$ cat config.mk
export PLATFORM = sky130hd
export DESIGN_NAME = if_fetch_unit
export DESIGN_NICKNAME = d
export VERILOG_FILES = /design/src/rtl/if_pkg.sv /design/src/rtl/fetch_queue.sv /design/src/rtl/if_fetch_unit.sv
export SDC_FILE = /design/constraint.sdc
export NUM_CORES = 1
export LEC_CHECK = 0
export CAP_MARGIN = 10
export CORE_ASPECT_RATIO = 0.8
export CORE_MARGIN = 2
export CORE_UTILIZATION = 30
export CTS_CLUSTER_SIZE = 25
export DETAILED_ROUTE_END_ITERATION = 6
export GPL_TIMING_DRIVEN = 0
export HOLD_SLACK_MARGIN = 0.1
export PLACE_DENSITY = 0.53
export SETUP_SLACK_MARGIN = 0.05
export SLEW_MARGIN = 20
export SYNTH_ARGS = -nofsm -noshare
export SYNTH_HDL_FRONTEND = slang
export SYNTH_SLANG_ARGS = --single-unit
$ cat constraint.sdc
create_clock -name clk -period 14.2 [get_ports clk]
set_input_delay 4.26 -clock clk [delete_from_list [all_inputs] [get_ports clk]]
set_output_delay 4.26 -clock clk [all_outputs]
set_load 0.005 [all_outputs]
$ cat src/rtl/if_pkg.sv
// Shared types and constants for the instruction-fetch stage.
package if_pkg;

    localparam int INST_W = 32;
    localparam int XLEN   = 64;
    localparam logic [XLEN-1:0] PC_STEP = 64'd4;

    // BOOT gives the instruction memory one settle cycle after a PC jump.
    typedef enum logic {
        BOOT = 1'b0,
        RUN  = 1'b1
    } state_t;

    // One fetched instruction together with its PC and the prediction made for it.
    typedef struct packed {
        logic [XLEN-1:0]   pc;
        logic [INST_W-1:0] instr;
        logic              pred_taken;
    } fetch_entry_t;

    // Instructions are word aligned: the two low address bits are always cleared.
    function automatic logic [XLEN-1:0] align_pc(input logic [XLEN-1:0] a);
        return a & ~64'h3;
    endfunction

endpackage

$ cat src/rtl/fetch_queue.sv
// DEPTH-entry synchronous FIFO of fetch entries. The head is read straight
// from the storage registers, so a pushed entry is visible the cycle after
// the push and an empty queue is never bypassed.
// Handshake: the caller pushes only when not full or when popping in the
// same cycle, and pops only when o_valid is high. Flush wins over both.
module fetch_queue
    import if_pkg::*;
#(
    parameter int DEPTH = 2
) (
    input  logic                   i_clk,
    input  logic                   i_reset,
    input  logic                   i_flush,
    input  logic                   i_push,
    input  logic                   i_pop,
    input  fetch_entry_t           i_entry,
    output fetch_entry_t           o_head,
    output logic                   o_valid,
    output logic [$clog2(DEPTH):0] o_count
);

    localparam int PW = $clog2(DEPTH);

    fetch_entry_t       r_mem [DEPTH];
    logic [PW-1:0]      r_wr_ptr;
    logic [PW-1:0]      r_rd_ptr;
    logic [PW:0]        r_count;

    // Storage, pointers and occupancy; pointers wrap naturally at DEPTH.
    always_ff @(posedge i_clk) begin
        if (i_reset) begin
            r_wr_ptr <= '0;
            r_rd_ptr <= '0;
            r_count  <= '0;
            for (int i = 0; i < DEPTH; i++) begin
                r_mem[i] <= '0;
            end
        end else if (i_flush) begin
            r_wr_ptr <= '0;
            r_rd_ptr <= '0;
            r_count  <= '0;
        end else begin
            if (i_push) begin
                r_mem[r_wr_ptr] <= i_entry;
                r_wr_ptr        <= r_wr_ptr + 1'b1;
            end
            if (i_pop) begin
                r_rd_ptr <= r_rd_ptr + 1'b1;
            end
            case ({i_push, i_pop})
                2'b10:   r_count <= r_count + 1'b1;
                2'b01:   r_count <= r_count - 1'b1;
                default: r_count <= r_count;
            endcase
        end
    end

    assign o_head  = r_mem[r_rd_ptr];
    assign o_valid = (r_count != '0);
    assign o_count = r_count;

endmodule

$ cat src/rtl/if_fetch_unit.sv
// Instruction-fetch stage: owns the PC, drives the instruction memory,
// applies branch-predictor hints and EX redirects, and buffers fetched
// instructions for decode.
// Decode handshake: an entry transfers on a cycle where out_valid and
// out_ready are both high; head fields hold while out_valid & !out_ready.
module if_fetch_unit
    import if_pkg::*;
#(
    parameter logic [63:0] RESET_PC = 64'h0,
    parameter int          DEPTH    = 2
) (
    input  logic        clk,
    input  logic        reset,
    output logic [63:0] imem_addr,
    input  logic [31:0] imem_instr,
    input  logic        pred_taken,
    input  logic [63:0] pred_target,
    input  logic        redirect_valid,
    input  logic [63:0] redirect_pc,
    output logic        out_valid,
    input  logic        out_ready,
    output logic [31:0] out_instr,
    output logic [63:0] out_pc,
    output logic        out_pred_taken,
    output state_t      o_dbg_state
);

    localparam int CW = $clog2(DEPTH) + 1;

    logic [XLEN-1:0] r_pc;
    logic [XLEN-1:0] w_next_pc;
    state_t          r_state;
    state_t          w_next_state;
    logic            w_in_run;
    logic            w_pop;
    logic            w_fire;
    logic            w_q_valid;
    logic [CW-1:0]   w_count;
    logic            w_not_full;
    fetch_entry_t    w_push_entry;
    fetch_entry_t    w_head;

    // State register.
    always_ff @(posedge clk) begin
        if (reset) begin
            r_state <= BOOT;
        end else begin
            r_state <= w_next_state;
        end
    end

    // Next state: BOOT lasts one cycle; a redirect always returns to BOOT.
    always_comb begin
        w_next_state = r_state;
        case (r_state)
            BOOT:    w_next_state = RUN;
            RUN:     w_next_state = RUN;
            default: w_next_state = BOOT;
        endcase
        if (redirect_valid) begin
            w_next_state = BOOT;
        end
    end

    // FSM outputs: fetch fires in RUN when there is room (or room is being
    // made by a pop) and no redirect is discarding the stream.
    always_comb begin
        w_in_run   = (r_state == RUN);
        w_not_full = (w_count != CW'(DEPTH));
        w_pop      = w_q_valid & out_ready & ~redirect_valid;
        w_fire     = w_in_run & ~redirect_valid & (w_not_full | w_pop);
    end

    // Next PC: redirect first, then predicted target or sequential step.
    always_comb begin
        w_next_pc = r_pc;
        if (redirect_valid) begin
            w_next_pc = align_pc(redirect_pc);
        end else if (w_fire) begin
            w_next_pc = pred_taken ? align_pc(pred_target) : (r_pc + PC_STEP);
        end
    end

    // PC register.
    always_ff @(posedge clk) begin
        if (reset) begin
            r_pc <= RESET_PC;
        end else begin
            r_pc <= w_next_pc;
        end
    end

    assign w_push_entry = '{pc: r_pc, instr: imem_instr, pred_taken: pred_taken};

    fetch_queue #(
        .DEPTH (DEPTH)
    ) u_queue (
        .i_clk   (clk),
        .i_reset (reset),
        .i_flush (redirect_valid),
        .i_push  (w_fire),
        .i_pop   (w_pop),
        .i_entry (w_push_entry),
        .o_head  (w_head),
        .o_valid (w_q_valid),
        .o_count (w_count)
    );

    assign imem_addr      = r_pc;
    assign out_valid      = w_q_valid;
    assign out_instr      = w_head.instr;
    assign out_pc         = w_head.pc;
    assign out_pred_taken = w_head.pred_taken;
    assign o_dbg_state    = r_state;

endmodule

==> flow_metrics.tcl, run 1 <==
set metrics [dict create \
    synth-adder-area-share_pct 0.191 \
    drc 0 \
    wl_per_cell_um 24.9 \
    grt_usage_pct 23.0 \
    synth_top_family_by_area "simple AND/OR/NAND/NOR gates" \
    ys_seq_area_share_pct 55.0 \
    dieArea_sq_mm 0.0455 \
    io_buffers 322 \
    post-route-period-util_pct 54.7 \
    routed_via_density 5.35 \
    fin_skew_ns 0.0197 \
    fin_crit_ns 7.77 \
    grt_pass1_wl_um 76500 \
    clk_latency_ns 0.57 \
    vias 11587 \
    die_h_um 191 \
    post-route-util_pct 42.2 \
    ios 328 \
    synth_area_sq_mm 0.0131 \
    ant_nets 0 \
    timing.fmax_mhz 129 \
    tritoncts "built" \
    start_util_pct 30.4 \
    setup_viol 0 \
    holdWs_ns 0.513 \
    fp.coreArea_sq_mm 0.0431 \
    syn2layout_area_growth_pct 38.7 \
    relSlewSlack_pct 25.5 \
    dp_hpwl_um 39300 \
    die_w_um 238 \
    ir_worst_vdd_mv 0.0827 \
    outcome "completed" \
    slew_viol_final 0 \
    gr-total-overflow 0 \
    critical_path_peak_fanout 10 \
    synth_simple_gate_area_share_pct 20.2 \
    pre_cts_slack_ns 6.28 \
    crit_required_ns 9.94 \
    cts_setup_buffers 0 \
    final_common_cell "clkdlybuf4s50_1" \
    tightest_slew_ns 1.11 \
    cp.arrival_ns 3.51 \
    ctsResizeCount 0 \
    synth_warnings 0 \
    synth_xor_area_share_pct 2.53 \
    ys_types 54 \
    syn_avg_cell_area_sq_um 10.7 \
    root_buffer "clkbuf_16" \
    synthMuxAreaShare_pct 9.31 \
    synth_edf_count 194 \
    async_reset_ff_share_pct 0 \
    path_class "flip-flop to output port" \
    n_antenna_cell 0 \
    num_rows 68 \
    postCtsHoldBufs 0 \
    rsz0062_at_grt "no" \
    layout.nets 1751 \
    num-fill-cells 4107 \
    grt_pass1_vias 11216 \
    setup_slack_ns 6.43 \
    ys.flop_type "edfxtp_1" \
    final-hold-violation-count 0 \
    syn_inst 1223 \
    hp-class "flip-flop to flip-flop" \
    drv_cap 0 \
    synth_compound_area_share_pct 9.12 \
    crit_path_end_kind "output port" \
    syn_nets 1390 \
    drive_gt1_share_pct 10.3 \
    power_density_mw_per_mm2 104 \
    cp-start-kind "flip-flop" \
    clock-sinks 264 \
    htree_levels 1 \
    grt_max_degree 37 \
    cts-buffers-inserted 29 \
    antenna_found_initial 1 \
    drt_first_pass_iters 6 \
    final_cell_mix "322 x clkdlybuf4s50_1, 194 x edfxtp_1, 106 x and3_1" \
    cts_buffer_depth 3 \
    routed_wl_um 53900 \
    power.leakage_nw 6.64 \
    drtIter0Drc 1037 \
    place.gp.congestion 0.865 \
    cts.reportedPaths.clkPinSlew_ns 0.06 \
    yosys_register_bits 264 \
]
## state kept, by name (all words and copies together) (netlist names), named ones only
register	flops
imem_addr	64
o_dbg_state	1
u_queue.o_count	2
u_queue.r_mem	194
u_queue.r_rd_ptr	1
u_queue.r_wr_ptr	1
## Yosys cell counts, types with 2 or more instances
cell type	instances	area share, %
edfxtp_1	194	44
and3_1	106	5.1
mux2_2	97	8.3
nand2_1	92	2.6
clkbuf_1	88	2.5
and2_1	84	4.0
a21oi_1	71	2.7
dfxtp_1	70	11
nor2_1	60	1.7
nor3_1	47	1.8
o21ai_0	41	1.6
nand3_1	34	1.3
xnor2_1	29	1.9
inv_1	23	0.66
o22ai_1	20	0.95
nand4_1	19	0.91
mux2i_1	13	0.99
nor4_1	12	0.57
o221ai_1	11	0.73
or3_1	9	0.43
xor2_1	9	0.60
o31a_1	8	0.53
a22oi_1	7	0.40
buf_1	7	0.20
or4_1	7	0.40
a31oi_1	5	0.24
a211oi_1	4	0.23
and4_1	4	0.27
nor2b_1	4	0.19
o211ai_1	4	0.23
o21a_1	4	0.23
a221o_1	3	0.23
a221oi_1	3	0.20
buf_2	3	0.11
o21ai_1	3	0.11
a21o_1	2	0.11
ha_1	2	0.19
nand2b_1	2	0.095
nand3b_1	2	0.11
nand4_2	2	0.19
nor4_4	2	0.32
o21bai_1	2	0.11
o31ai_1	2	0.11
or2_2	2	0.095
## critical path, cell delays in order (launching register included)
cell             delay [ns]
dfxtp_1                0.30
clkbuf_1               0.54
clkbuf_1               0.65
clkbuf_1               0.56
mux2_2                 0.42
clkdlybuf4s50_1        0.47
## final cells by class
cell class / instances / area (sq um) / area share (%)
clock buffer: 38 / 790 / 4.33
timing repair buffer: 330 / 3440 / 18.9
inverter: 24 / 90.1 / 0.495
clock inverter: 15 / 129 / 0.708
buffer: 99 / 382 / 2.10
multi-input combinational: 836 / 5460 / 30.0
tap: 560 / 701 / 3.85
sequential: 264 / 7230 / 39.7
## kinds of logic after synthesis
| family | Yosys count |
|---|---|
| buffers and inverters | 123 |
| adder cells (fa/ha/maj) | 2 |
| XOR/XNOR | 38 |
| AO/OA/AOI/OAI | 196 |
| AND/OR/NAND/NOR | 490 |
| flip-flops | 264 |
| multiplexers | 110 |
## power by group
group / internal, mW / switching, mW / total (mW)
combinational: 0.130 / 0.118 / 0.248
sequential: 0.863 / 0.0334 / 0.896
clock: 0.426 / 0.325 / 0.751
total: 1.42 / 0.476 / 1.90
## stage by stage
stage	power [mW]	std cells	instance area (sq um)	TNS, ns
after floorplan	0.993	1223	13100	0
after global placement	1.16	2105	17100	-480.82
after detailed placement	1.16	2113	17300	0
after CTS	1.91	2166	18200	0
after global routing	1.96	2166	18200	0
final	1.90	2166	18200	0
## final timing paths
path                                                    start                                 end  slack (ns)  cells after the start
worst max-delay path                                flip-flop                          out_pc[34]        6.43                      5
worst min-delay path                imem_addr[0]$_SDFFE_PP0P_           imem_addr[0]$_SDFFE_PP0P_        0.51                      1
worst max register to register  u_queue.r_wr_ptr$_SDFFE_PP0P_  u_queue.r_mem[1][48]$_SDFFCE_PN0P_       10.60                      6
worst min register to register      imem_addr[0]$_SDFFE_PP0P_           imem_addr[0]$_SDFFE_PP0P_        0.51                      1
## routing by layer
| layer | vias to the layer above | routed length, um | track usage (%) |
|---|---|---|---|
| met2 | 528 | 24500 | 36.4 |
| met1 | 5769 | 24100 | 32.5 |
| met4 | 2 | 908 | 4.11 |
| met5 | - | 10 | 0 |
| li1 | 5220 | - | - |
| met3 | 68 | 4310 | 5.04 |
No activity file was read; power rests on OpenSTA's default activity.
==> run 2: changes to the inputs <==
--- a/config.mk
+++ b/config.mk
@@ -13,7 +13,7 @@
 export DETAILED_ROUTE_END_ITERATION = 6
 export GPL_TIMING_DRIVEN = 0
 export HOLD_SLACK_MARGIN = 0.1
-export PLACE_DENSITY = 0.53
+export PLACE_DENSITY = 0.55
 export SETUP_SLACK_MARGIN = 0.05
 export SLEW_MARGIN = 20
 export SYNTH_ARGS = -nofsm -noshare
==> constraint.sdc (replaced) <==
create_clock -name clk -period 7 [get_ports clk]
set_input_delay 2.1 -clock clk [delete_from_list [all_inputs] [get_ports clk]]
set_output_delay 2.1 -clock clk [all_outputs]
set_load 0.005 [all_outputs]
==> flow_metrics.tcl, run 2 (synthesis gave the netlist of run 1 again) <==
set metrics [dict create \
    dp_hpwl_um 38800 \
    clk_latency_ns 0.57 \
    relSlewSlack_pct 28.9 \
    crit_required_ns 4.90 \
    dieArea_sq_mm 0.0455 \
    regToRegStartpoint "u_queue.r_wr_ptr$_SDFFE_PP0P_" \
    gr-total-overflow 0 \
    fin_skew_ns 0.0190 \
    hold_path_end "u_queue.r_rd_ptr$_SDFFE_PP0P_" \
    htree_levels 1 \
    drc 0 \
    routed_via_density 5.27 \
    hp-class "flip-flop to flip-flop" \
    setup_viol 0 \
    tritoncts "built" \
    power.leakage_nw 6.63 \
    antenna_found_initial 7 \
    sw_frac_of_total_pct 24.7 \
    slew_viol_final 0 \
    grt_pass1_vias 10943 \
    hold_depth 2 \
    tightest_slew_ns 1.07 \
    top_register "u_queue.r_mem" \
    postCtsHoldBufs 0 \
    crit_path_end_kind "output port" \
    start_util_pct 30.4 \
    pre_cts_slack_ns 1.29 \
    cp.arrival_ns 3.53 \
    drt_first_pass_iters 6 \
    die_w_um 238 \
    ff2ff_setup_slack_ns 3.59 \
    largest_register_ffs 194 \
    clockPowerShare_pct 38.9 \
    root_buffer "clkbuf_16" \
    critical_path_peak_fanout 10 \
    io_buffers 322 \
    timing.fmax_mhz 178 \
    final_common_cell "clkdlybuf4s50_1" \
    drive_gt1_share_pct 10.2 \
    grt_max_degree 47 \
    cts_buffer_depth 3 \
    ctsResizeCount 0 \
    num_rows 68 \
    power_density_mw_per_mm2 208 \
    clock-sinks 264 \
    post-route-util_pct 42.2 \
    tns_ns 0 \
    finalPower_mw 3.79 \
    fp.coreArea_sq_mm 0.0431 \
    wl_per_cell_um 24.4 \
    power_frac_comb_pct 13.2 \
    setup_slack_ns 1.37 \
    syn2layout_area_growth_pct 38.7 \
    outcome "completed" \
    cp-start-kind "flip-flop" \
    r2r_end "u_queue.r_mem[1][34]$_SDFFCE_PN0P_" \
    vias 11440 \
    die_h_um 191 \
    place.gp.congestion 0.869 \
    cts-buffers-inserted 29 \
    r2r_cells 6 \
    p_int_mw 2.86 \
    p_switching_mw 0.938 \
    drv_cap 0 \
    ios 328 \
    grt_pass1_wl_um 75000 \
    final-hold-violation-count 0 \
    grt_usage_pct 22.6 \
    routed_wl_um 52900 \
    final_cell_mix "322 x clkdlybuf4s50_1, 194 x edfxtp_1, 106 x and3_1" \
    seqPwrFrac_pct 47.9 \
    fin_crit_ns 5.63 \
    path_class "flip-flop to output port" \
    ir_worst_vdd_mv 0.162 \
    ant_nets 0 \
    drtIter0Drc 976 \
    layout.nets 1751 \
    post-route-period-util_pct 80.5 \
    min_from "u_queue.r_rd_ptr$_SDFFE_PP0P_" \
    cts_setup_buffers 0 \
    cts.reportedPaths.clkPinSlew_ns 0.06 \
    rsz0062_at_grt "no" \
]
-- run 2: layout make-up --
cell class	count	area [sq um]
Antenna cell	6	15.0
Buffer	99	379
Clock buffer	37	806
Clock inverter	15	103
Fill cell	4154	24900
Inverter	24	90.1
Multi-Input combinational cell	836	5470
Sequential cell	264	7230
Tap cell	560	701
Timing Repair Buffer	330	3430
-- run 2: how the worst max path moves through the flow --
stage / end / slack, ns / cells after the start
CTS: out_pc[34] / 1.18 / 5
global placement: u_queue.r_mem[0][22]$_SDFFCE_PN0P_ / -1.97 / 5
global route: out_pc[35] / 1.17 / 5
detailed placement: u_queue.r_mem[1][45]$_SDFFCE_PN0P_ / 1.29 / 10
finish: out_pc[35] / 1.37 / 5
floorplan: u_queue.r_mem[0][0]$_SDFFCE_PN0P_ / 1.22 / 4
-- run 2: critical path, stage by stage (launching register included) --
cell and delay [ns]:
dfxtp_1 0.30, clkbuf_1 0.49, clkbuf_1 0.64, clkbuf_1 0.63, mux2_2 0.42, clkdlybuf4s50_1 0.48
-- run 2: power groups by stage --
stage	clock (mW)	combinational, mW	sequential (mW)
final	1.48	0.501	1.82
after global routing	1.57	0.533	1.83
after CTS	1.50	0.503	1.82
after detailed placement	0	0.500	1.85
after global placement	0	0.482	1.86
after floorplan	0	0.179	1.83
-- run 2: metal layers --
layer	track usage, %	share of wire [%]
met5	0.649	0.068
met4	5.68	2.4
met3	4.49	7.7
met2	34.9	45
met1	32.3	45
-- run 2: metrics by stage --
stage / instances / hold WS, ns / area, sq um
final: 2171 / 0.512 / 18200
after global routing: 2169 / 0.524 / 18200
after CTS: 2165 / 0.513 / 18200
after detailed placement: 2113 / 0.503 / 17300
after global placement: 2105 / 0.482 / 17100
after floorplan: 1223 / 0.466 / 13100
